File: src/rtl/hazard_sequencer_pkg.sv
// hazard_sequencer shared definitions: scoreboard slot record, register
// address width and the EXE operand forwarding select encodings.
package hazard_sequencer_pkg;

  localparam int unsigned REG_ADDR_W = 4;

  typedef enum logic [1:0] {
    FWD_REGFILE = 2'b00,
    FWD_MEM     = 2'b01,
    FWD_WB      = 2'b10
  } fwd_sel_e;

  // One in-flight instruction as seen by the sequencer.
  typedef struct packed {
    logic                  valid;
    logic [REG_ADDR_W-1:0] dest;
    logic [REG_ADDR_W-1:0] src1;
    logic [REG_ADDR_W-1:0] src2;
    logic                  two_src;
    logic                  wb_en;
    logic                  mem_read;
    logic                  status_en;
  } slot_t;

  // True when the slot holds a live instruction that will write register r.
  function automatic logic slot_writes(slot_t s, logic [REG_ADDR_W-1:0] r);
    return s.valid & s.wb_en & (s.dest == r);
  endfunction

endpackage

File: src/rtl/hazard_sequencer_if.sv
// hazard_sequencer_if: ID-stage control inputs, branch/memory status and the
// sequencing/forwarding outputs. master = pipeline side, slave = sequencer.
interface hazard_sequencer_if
  import hazard_sequencer_pkg::*;
#(
  parameter int unsigned STALL_CNT_W = 16
) ();

  logic                   id_valid;
  logic [REG_ADDR_W-1:0]  id_src1;
  logic [REG_ADDR_W-1:0]  id_src2;
  logic                   id_two_src;
  logic [REG_ADDR_W-1:0]  id_dest;
  logic                   id_wb_en;
  logic                   id_mem_read;
  logic                   id_status_en;
  logic                   id_cond_uses_flags;
  logic                   exe_branch_taken;
  logic                   mem_ready;

  logic                   stall;
  logic                   bubble;
  logic                   flush;
  logic                   freeze;
  logic [1:0]             fwd_sel_a;
  logic [1:0]             fwd_sel_b;
  logic [STALL_CNT_W-1:0] stall_count;

  modport master (
    output id_valid, id_src1, id_src2, id_two_src, id_dest,
           id_wb_en, id_mem_read, id_status_en, id_cond_uses_flags,
           exe_branch_taken, mem_ready,
    input  stall, bubble, flush, freeze, fwd_sel_a, fwd_sel_b, stall_count
  );

  modport slave (
    input  id_valid, id_src1, id_src2, id_two_src, id_dest,
           id_wb_en, id_mem_read, id_status_en, id_cond_uses_flags,
           exe_branch_taken, mem_ready,
    output stall, bubble, flush, freeze, fwd_sel_a, fwd_sel_b, stall_count
  );

endinterface

File: src/rtl/hazard_scoreboard_slot.sv
// hazard_scoreboard_slot: one stage of the shadow scoreboard. hold_i keeps
// the current entry, bubble_i loads an empty (invalid) entry.
module hazard_scoreboard_slot
  import hazard_sequencer_pkg::*;
(
  input  logic  clk,
  input  logic  rst,
  input  logic  hold_i,
  input  logic  bubble_i,
  input  slot_t d_i,
  output slot_t q_o
);

  slot_t slot_q;
  slot_t slot_d;

  // Next entry: hold, bubble or capture the upstream stage.
  always_comb begin
    slot_d = slot_q;
    if (!hold_i) begin
      if (bubble_i) slot_d = '0;
      else          slot_d = d_i;
    end
  end

  // Slot register, cleared to an invalid entry on reset.
  always_ff @(posedge clk or posedge rst) begin
    if (rst) slot_q <= '0;
    else     slot_q <= slot_d;
  end

  assign q_o = slot_q;

endmodule

File: src/rtl/hazard_sequencer.sv
// hazard_sequencer: stall/bubble/flush/freeze control and EXE forwarding
// selects for the five-stage core, driven from a shadow scoreboard of the
// EX, MEM and WB instructions.
// Build option: define FORWARDING_EN to enable operand forwarding; the RAW
// stall is then limited to load-use. Without it fwd_sel_a/b are 00.
module hazard_sequencer
  import hazard_sequencer_pkg::*;
#(
  parameter int unsigned STALL_CNT_W = 16
) (
  input logic               clk,
  input logic               rst,
  hazard_sequencer_if.slave bus
);

  slot_t id_slot;
  slot_t ex_q;
  slot_t mem_q;
  slot_t wb_q;

  logic freeze;
  logic flush;
  logic stall;
  logic raw_hz;
  logic flag_hz;
  logic ex_bubble;

  fwd_sel_e fwd_a;
  fwd_sel_e fwd_b;

  logic [STALL_CNT_W-1:0] stall_cnt_q;
  logic [STALL_CNT_W-1:0] stall_cnt_d;

  // Pack the ID instruction into a scoreboard record.
  always_comb begin
    id_slot           = '0;
    id_slot.valid     = bus.id_valid;
    id_slot.dest      = bus.id_dest;
    id_slot.src1      = bus.id_src1;
    id_slot.src2      = bus.id_src2;
    id_slot.two_src   = bus.id_two_src;
    id_slot.wb_en     = bus.id_wb_en;
    id_slot.mem_read  = bus.id_mem_read;
    id_slot.status_en = bus.id_status_en;
  end

  // Hazard detection with precedence freeze > flush > stall.
  always_comb begin
    freeze = ~bus.mem_ready;
    flush  = bus.exe_branch_taken & ~freeze;
`ifdef FORWARDING_EN
    raw_hz = ex_q.mem_read &
             (slot_writes(ex_q, bus.id_src1) |
              (bus.id_two_src & slot_writes(ex_q, bus.id_src2)));
`else
    raw_hz = slot_writes(ex_q, bus.id_src1) | slot_writes(mem_q, bus.id_src1) |
             (bus.id_two_src & (slot_writes(ex_q, bus.id_src2) |
                                slot_writes(mem_q, bus.id_src2)));
`endif
    flag_hz   = bus.id_valid & bus.id_cond_uses_flags & ex_q.valid & ex_q.status_en;
    stall     = bus.id_valid & (raw_hz | flag_hz) & ~flush & ~freeze;
    ex_bubble = ~bus.id_valid | stall | flush;
  end

  hazard_scoreboard_slot u_slot_ex (
    .clk      (clk),
    .rst      (rst),
    .hold_i   (freeze),
    .bubble_i (ex_bubble),
    .d_i      (id_slot),
    .q_o      (ex_q)
  );

  hazard_scoreboard_slot u_slot_mem (
    .clk      (clk),
    .rst      (rst),
    .hold_i   (freeze),
    .bubble_i (1'b0),
    .d_i      (ex_q),
    .q_o      (mem_q)
  );

  hazard_scoreboard_slot u_slot_wb (
    .clk      (clk),
    .rst      (rst),
    .hold_i   (freeze),
    .bubble_i (1'b0),
    .d_i      (mem_q),
    .q_o      (wb_q)
  );

`ifdef FORWARDING_EN
  // MEM wins over WB; a load in MEM has no data yet so it never forwards.
  function automatic fwd_sel_e fwd_pick(slot_t m, slot_t w, logic [REG_ADDR_W-1:0] src);
    if (slot_writes(m, src) && !m.mem_read) return FWD_MEM;
    if (slot_writes(w, src))                return FWD_WB;
    return FWD_REGFILE;
  endfunction
`endif

  // Operand selects for the instruction currently in EX.
  always_comb begin
    fwd_a = FWD_REGFILE;
    fwd_b = FWD_REGFILE;
`ifdef FORWARDING_EN
    fwd_a = fwd_pick(mem_q, wb_q, ex_q.src1);
    if (ex_q.two_src) fwd_b = fwd_pick(mem_q, wb_q, ex_q.src2);
`endif
  end

  // Saturating count of stall cycles.
  always_comb begin
    stall_cnt_d = stall_cnt_q;
    if (stall && (stall_cnt_q != '1)) stall_cnt_d = stall_cnt_q + STALL_CNT_W'(1);
  end

  // Stall counter register.
  always_ff @(posedge clk or posedge rst) begin
    if (rst) stall_cnt_q <= '0;
    else     stall_cnt_q <= stall_cnt_d;
  end

  // Slot fields a given build does not read are collected here so they are
  // visibly consumed rather than left dangling.
  logic unused_slot_bits;
  assign unused_slot_bits = ^{ex_q, mem_q, wb_q};

  assign bus.stall       = stall;
  assign bus.bubble      = stall;
  assign bus.flush       = flush;
  assign bus.freeze      = freeze;
  assign bus.fwd_sel_a   = fwd_a;
  assign bus.fwd_sel_b   = fwd_b;
  assign bus.stall_count = stall_cnt_q;

endmodule

File: src/flat_wrapper.sv
// flat-port wrapper written by rule: the top's interface ports become plain ports
module hazard_sequencer_flat import hazard_sequencer_pkg::*;
#(
  parameter int unsigned STALL_CNT_W = 16
)
  (clk, rst, bus_id_valid, bus_id_src1, bus_id_src2, bus_id_two_src, bus_id_dest, bus_id_wb_en, bus_id_mem_read, bus_id_status_en, bus_id_cond_uses_flags, bus_exe_branch_taken, bus_mem_ready, bus_stall, bus_bubble, bus_flush, bus_freeze, bus_fwd_sel_a, bus_fwd_sel_b, bus_stall_count);
  hazard_sequencer_if #(.STALL_CNT_W(STALL_CNT_W)) bus_i ();
  input logic clk;
  input logic rst;
  input wire logic [$bits(bus_i.id_valid)-1:0] bus_id_valid;
  input wire logic [$bits(bus_i.id_src1)-1:0] bus_id_src1;
  input wire logic [$bits(bus_i.id_src2)-1:0] bus_id_src2;
  input wire logic [$bits(bus_i.id_two_src)-1:0] bus_id_two_src;
  input wire logic [$bits(bus_i.id_dest)-1:0] bus_id_dest;
  input wire logic [$bits(bus_i.id_wb_en)-1:0] bus_id_wb_en;
  input wire logic [$bits(bus_i.id_mem_read)-1:0] bus_id_mem_read;
  input wire logic [$bits(bus_i.id_status_en)-1:0] bus_id_status_en;
  input wire logic [$bits(bus_i.id_cond_uses_flags)-1:0] bus_id_cond_uses_flags;
  input wire logic [$bits(bus_i.exe_branch_taken)-1:0] bus_exe_branch_taken;
  input wire logic [$bits(bus_i.mem_ready)-1:0] bus_mem_ready;
  output wire logic [$bits(bus_i.stall)-1:0] bus_stall;
  output wire logic [$bits(bus_i.bubble)-1:0] bus_bubble;
  output wire logic [$bits(bus_i.flush)-1:0] bus_flush;
  output wire logic [$bits(bus_i.freeze)-1:0] bus_freeze;
  output wire logic [$bits(bus_i.fwd_sel_a)-1:0] bus_fwd_sel_a;
  output wire logic [$bits(bus_i.fwd_sel_b)-1:0] bus_fwd_sel_b;
  output wire logic [$bits(bus_i.stall_count)-1:0] bus_stall_count;
  assign bus_i.id_valid = bus_id_valid;
  assign bus_i.id_src1 = bus_id_src1;
  assign bus_i.id_src2 = bus_id_src2;
  assign bus_i.id_two_src = bus_id_two_src;
  assign bus_i.id_dest = bus_id_dest;
  assign bus_i.id_wb_en = bus_id_wb_en;
  assign bus_i.id_mem_read = bus_id_mem_read;
  assign bus_i.id_status_en = bus_id_status_en;
  assign bus_i.id_cond_uses_flags = bus_id_cond_uses_flags;
  assign bus_i.exe_branch_taken = bus_exe_branch_taken;
  assign bus_i.mem_ready = bus_mem_ready;
  assign bus_stall = bus_i.stall;
  assign bus_bubble = bus_i.bubble;
  assign bus_flush = bus_i.flush;
  assign bus_freeze = bus_i.freeze;
  assign bus_fwd_sel_a = bus_i.fwd_sel_a;
  assign bus_fwd_sel_b = bus_i.fwd_sel_b;
  assign bus_stall_count = bus_i.stall_count;
  hazard_sequencer #(.STALL_CNT_W(STALL_CNT_W)) u_core (.clk(clk), .rst(rst), .bus(bus_i));
endmodule
File: config.mk
export PLATFORM = sky130hd
export DESIGN_NAME = hazard_sequencer_flat
export DESIGN_NICKNAME = d
export VERILOG_FILES = /design/src/rtl/hazard_sequencer_pkg.sv /design/src/rtl/hazard_sequencer_if.sv /design/src/rtl/hazard_scoreboard_slot.sv /design/src/rtl/hazard_sequencer.sv /design/src/flat_wrapper.sv
export SDC_FILE = /design/constraint.sdc
export NUM_CORES = 1
export LEC_CHECK = 0
export BUFFER_PORTS_ARGS = -buffer_cell sky130_fd_sc_hd__buf_2
export CELL_PAD_IN_SITES_DETAIL_PLACEMENT = 0
export CELL_PAD_IN_SITES_GLOBAL_PLACEMENT = 1
export CORE_MARGIN = 2
export CORE_UTILIZATION = 44
export DETAILED_ROUTE_END_ITERATION = 8
export PLACE_DENSITY_LB_ADDON = 0.25
export SYNTH_ARGS = -nofsm -noshare
export SYNTH_HDL_FRONTEND = slang
export SYNTH_SLANG_ARGS = --single-unit
File: constraint.sdc
create_clock -name clk -period 4.3 [get_ports clk]
set_clock_uncertainty 0.15 [all_clocks]
set_input_delay 0.215 -clock clk [delete_from_list [all_inputs] [get_ports clk]]
set_output_delay 0.215 -clock clk [all_outputs]
set_load 0.02 [all_outputs]
Yosys cells after proc, flatten, opt, wreduce, memory -nomap -nowiden. Cells that the tools add are included.

Add/subtract/negate cells: 1. Eq/ne operators: 5. Multiplexer cells: 1. Bitwise gates (word level): 23. Reductions and logical operators: 1.

Operators with widths (count): two-way mux 17 bit (1); adder 16 x 1 -> 16 bit (second input constant) (1); equality test 4 bit (4); inequality test 16 bit (second input constant) (1); bitwise AND 1 bit (14); bitwise OR 1 bit (6); NOT 1 bit (3); logical AND 1 bit (1).

Bits in registers: 29. Input bits: 22. Output and inout port bits: 24. Logic and storage cells: 39.

Logic depth before layout (Yosys ltp).
Depth after elaboration: 12. Depth in mapped cells: 7. Mapped depth without buffers: 7.

Modules after synthesis. From an unflattened synthesis, not the netlist that was laid out.

Cells, all modules: 191. Area total of the unflattened synthesis: 2334.7 um2.

Modules (own cells, without submodules): hazard_scoreboard_slot (times used 2, cells an instance 41, area an instance 631.9 um2, sequential area each 425.4 um2); hazard_sequencer (times used 1, cells an instance 109, area an instance 1071.0 um2, sequential area each 400.4 um2).

Least setup slack after synthesis. No wires, ideal clock.

Path type: reg2out. Start point: reg u_core.u_slot_mem.slot_q, in the netlist u_core.u_slot_mem.q_o[12]. End point: out bus_stall. Arrival: 1.907 ns. Required time: 3.935 ns. Setup slack: 2.028 ns. Stages on the path, launching flop included: 7. Buffers on the path: 2. Cells stage by stage: dfrtp_1 -> xor2_1 -> nor3_1 -> a31oi_4 -> buf_4 -> a21oi_1 -> buf_4.

Longest elaborated chain between the ends: 9. Elaborated cells on any way between the ends: 12. Classes of those cells: eq/ne: 2; bitwise: 10.

Ends and longest elaborated chain: start: declaration (RTL line hazard_scoreboard_slot.sv:14) `slot_t slot_q;`; start signal: assignment (RTL line hazard_scoreboard_slot.sv:29) `else slot_q <= slot_d;`; equality test 4 bit (RTL line hazard_sequencer_pkg.sv:27) `return s.valid & s.wb_en & (s.dest == r);`; bitwise AND 1 bit (RTL line hazard_sequencer_pkg.sv:27); bitwise OR 1 bit (RTL line hazard_sequencer.sv:57) `(bus.id_two_src & (slot_writes(ex_q, bus.id_src2) |`; bitwise AND 1 bit (RTL line hazard_sequencer.sv:57); bitwise OR 1 bit (*) (RTL line hazard_sequencer.sv:56) `raw_hz = slot_writes(ex_q, bus.id_src1) | slot_writes(mem_q, bus.id_src1) |`; bitwise OR 1 bit (*) (RTL line hazard_sequencer.sv:61) `stall = bus.id_valid & (raw_hz | flag_hz) & ~flush & ~freeze;`; bitwise AND 1 bit (*) (3 in a row) (RTL line hazard_sequencer.sv:61); end: declaration (RTL line flat_wrapper.sv:21) `output wire logic [$bits(bus_i.stall)-1:0] bus_stall;`.

Mark *: on every way between the ends. The rest lies on a longest branch, timed or not.

Final worst setup path.
Start point: reg u_core.u_slot_mem.slot_q, in the netlist u_core.u_slot_mem.q_o[14]. End point: out bus_bubble.

Longest elaborated chain between the ends: 9. Elaborated cells on any way between the ends: 12. Classes of those cells: eq/ne: 2; bitwise: 10.

Ends and longest elaborated chain: equality test 4 bit (RTL line hazard_sequencer_pkg.sv:27); bitwise AND 1 bit (RTL line hazard_sequencer_pkg.sv:27); bitwise OR 1 bit (RTL line hazard_sequencer.sv:57); bitwise AND 1 bit (RTL line hazard_sequencer.sv:57); bitwise OR 1 bit (*) (RTL line hazard_sequencer.sv:56); bitwise OR 1 bit (*) (RTL line hazard_sequencer.sv:61); bitwise AND 1 bit (*) (3 in a row) (RTL line hazard_sequencer.sv:61); end: declaration (RTL line flat_wrapper.sv:22) `output wire logic [$bits(bus_i.bubble)-1:0] bus_bubble;`.

Marked as above.

==> flow_summary.toml <==
[floorplan]
die_x_um = 66.6
core-area_um2 = 3720
rows = 22
die_y_um = 66.6
io_pins = 46
start_util = 0.464
die_area_um2 = 4440

[place]
placed_area_um2 = 1930
place_ws_ps = 1990
place.gp.congestion = 0.747
portBuffers = 40
hpwlAfterDp_um = 2680

[finish]
regArea_um2 = 726
layout_common_cells = "40 x buf_2, 29 x dfrtp_1, 21 x xor2_1, 9 x nand2_1, 8 x xnor2_1"
drive_gt1_frac = 0.392
finish.instance_area_um2 = 2090
fillCellCount = 343
layout_commonest_cell = "buf_2"
multi_input_area_um2 = 920
antennaDiodeCount = 0
final_nets = 216
syn2layout_area_growth_pct = 21.1

[clock_network]
cts.path.max_buffers = 2
cts.sinks = 29
cts_buffers = 5
cts-root-buf = "clkbuf_8"
insertion_delay_ps = 280
cts_tree = "yes"
htreeDepth = 2
post_cts_buffers = 0
path_clk_slew_ps = 60

[global_routing]
grt_pass1_wl_um = 6120
grt_max_degree = 30
antenna_found_initial = 0
grt_pass1_vias = 1352
gr-total-overflow = 0
grt_usage = 0.186

[worst_setup_path]
critPathMaxFanout = 18
worstPathArrival_ps = 2130
required_ps = 3930
critPathKind = "reg2out"
crit_slowest_cell = "a41oi_4"
r2r_cells = 5
slowest_delay_ps = 640
reg2reg_from = "u_core.u_slot_ex.q_o[15]"
worst-path-buf-inv = 1
reg2reg_to = "u_core.bus.stall_count[1]"
endpoint_kind = "output port"
critical_path.top_delay_family = "compound AO/OA/AOI/OAI gates"
crit_chain = "xnor2_1, nand3_1, o31ai_4, a41oi_4, a21oi_1, buf_2"
rrSetupSlack_ps = 1990
startpoint_type = "flip-flop"

[logic_synthesis]
syn_avg_cell_area_um2 = 11.8
synth_seq_area_share = 0.421
synth_cells = 146
ys_warn_count = 0
yosys-top-cells-area = "dfrtp_1 42%, xor2_1 11%, a2111oi_2 5.2%, a211oi_2 5.1%, xnor2_1 4.1%"
synth_top_cell_area_share = 0.421
synth_seq_cells = 29
syn_area_um2 = 1730
synth.largest_area_cell = "dfrtp_1"
synth_cell_types = 39

[sta]
setup_tns_ps = 0
fin_ws_ps = 1800
rsz0062_at_grt = "no"
setup_viol = 0
max_freq_ghz = 0.400
period_needed_ps = 2500
worst-slew-pin-transition_ps = 1070
finalMaxSlewViolations = 0
min_period_over_period = 0.581
hold_viol = 0
max_slew_margin = 0.288

[routing]
routed_wl_um = 3680
ant_nets = 0
drt_iter0_drc = 51
post_drt_wl_per_cell_um = 15.2
viasPerCell = 5.33
drt-pass1-iter-count = 4
drc = 0
num_vias = 1291

[power_and_ir_drop]
peakVddDrop_uv = 205
powerDensity_nw_per_um2 = 292
finalPower_uw = 611
p_leak_nw = 1.01

[hold_path]
hp-class = "in2async"

[outcome]
status = "finished clean"

[job]
cap_violations = 0
## synth_stat cells, drive strengths merged
| cell | count |
|---|---|
| nor2 | 3 |
| nand2 | 9 |
| and4 | 1 |
| a21oi | 4 |
| nand3b | 1 |
| mux2 | 8 |
| xnor2 | 8 |
| a2111oi | 6 |
| nor3 | 2 |
| a41oi | 1 |
| and3 | 3 |
| nand3 | 5 |
| and2 | 1 |
| a21o | 1 |
| o21ai | 1 |
| nand4 | 4 |
| nand2b | 1 |
| dfrtp | 29 |
| o211ai | 1 |
| inv | 6 |
| a31oi | 1 |
| nor3b | 2 |
| ha | 1 |
| conb | 1 |
| buf | 9 |
| o31ai | 1 |
| o21ba | 1 |
| xor2 | 21 |
| nor4 | 1 |
| a22o | 6 |
| a211oi | 7 |
## area by class of cell
class	instances	share of cell area
repair buffers	46	0.125
multi-input cells	105	0.440
clock buffers	7	0.0461
flip-flops and latches	29	0.347
inverters	6	0.0108
clock inverters	1	0.00240
well taps	48	0.0287
## metal layers
layer,global-route usage,vias up,wire length [um]
li1,-,613,-
met1,0.221,639,1630
met2,0.315,33,1800
met3,0.0507,6,180
met4,0.0791,0,62
met5,0,-,0
## power by group
part,internal [mW],switching (mW)
registers,0.283,0.0116
logic,0.0308,0.0379
clock network,0.144,0.103
## sequential cells by signal (all words and copies together) (netlist names)
signal / cells
u_core.bus.stall_count: 16
u_core.u_slot_ex.q_o: 7
u_core.u_slot_mem.q_o: 6
## kinds of logic after synthesis
logic type | Yosys count | synth area share
fa+ha+maj | 1 | 0.00725
mux | 8 | 0.0544
other cells | 1 | 0.00217
xor+xnor | 29 | 0.147
flops | 29 | 0.421
compound gates | 30 | 0.205
buf+inv | 15 | 0.0529
simple gates | 33 | 0.110
## through the flow
stage               instances  hold slack [ps]   util
floorplan                 149              143      -
global placement          228              279  0.519
detailed placement        228              281  0.519
CTS                       241            0.157  0.560
global route              242              149  0.562
finish                    242             42.1  0.562
## what timing repair did
action,in CTS,in global routing
resized for setup,0,0
endpoints found under the hold margin,5,1
endpoints found under the setup margin,0,0
hold buffers,5,1
## worst max-delay path by stage
stage / startpoint / cells past startpoint / slack, ps / endpoint
floorplan: u_core.u_slot_mem.q_o[12] / 6 / 2030 / bus_stall
global placement: u_core.u_slot_ex.q_o[15] / 5 / 2030 / u_core.bus.stall_count[1]
detailed placement: u_core.u_slot_ex.q_o[14] / 5 / 1990 / u_core.bus.stall_count[1]
CTS: u_core.u_slot_mem.q_o[14] / 6 / 1790 / bus_bubble
global route: u_core.u_slot_mem.q_o[14] / 6 / 1630 / bus_bubble
finish: u_core.u_slot_mem.q_o[14] / 6 / 1800 / bus_bubble
(Power assumes the default switching activity.)
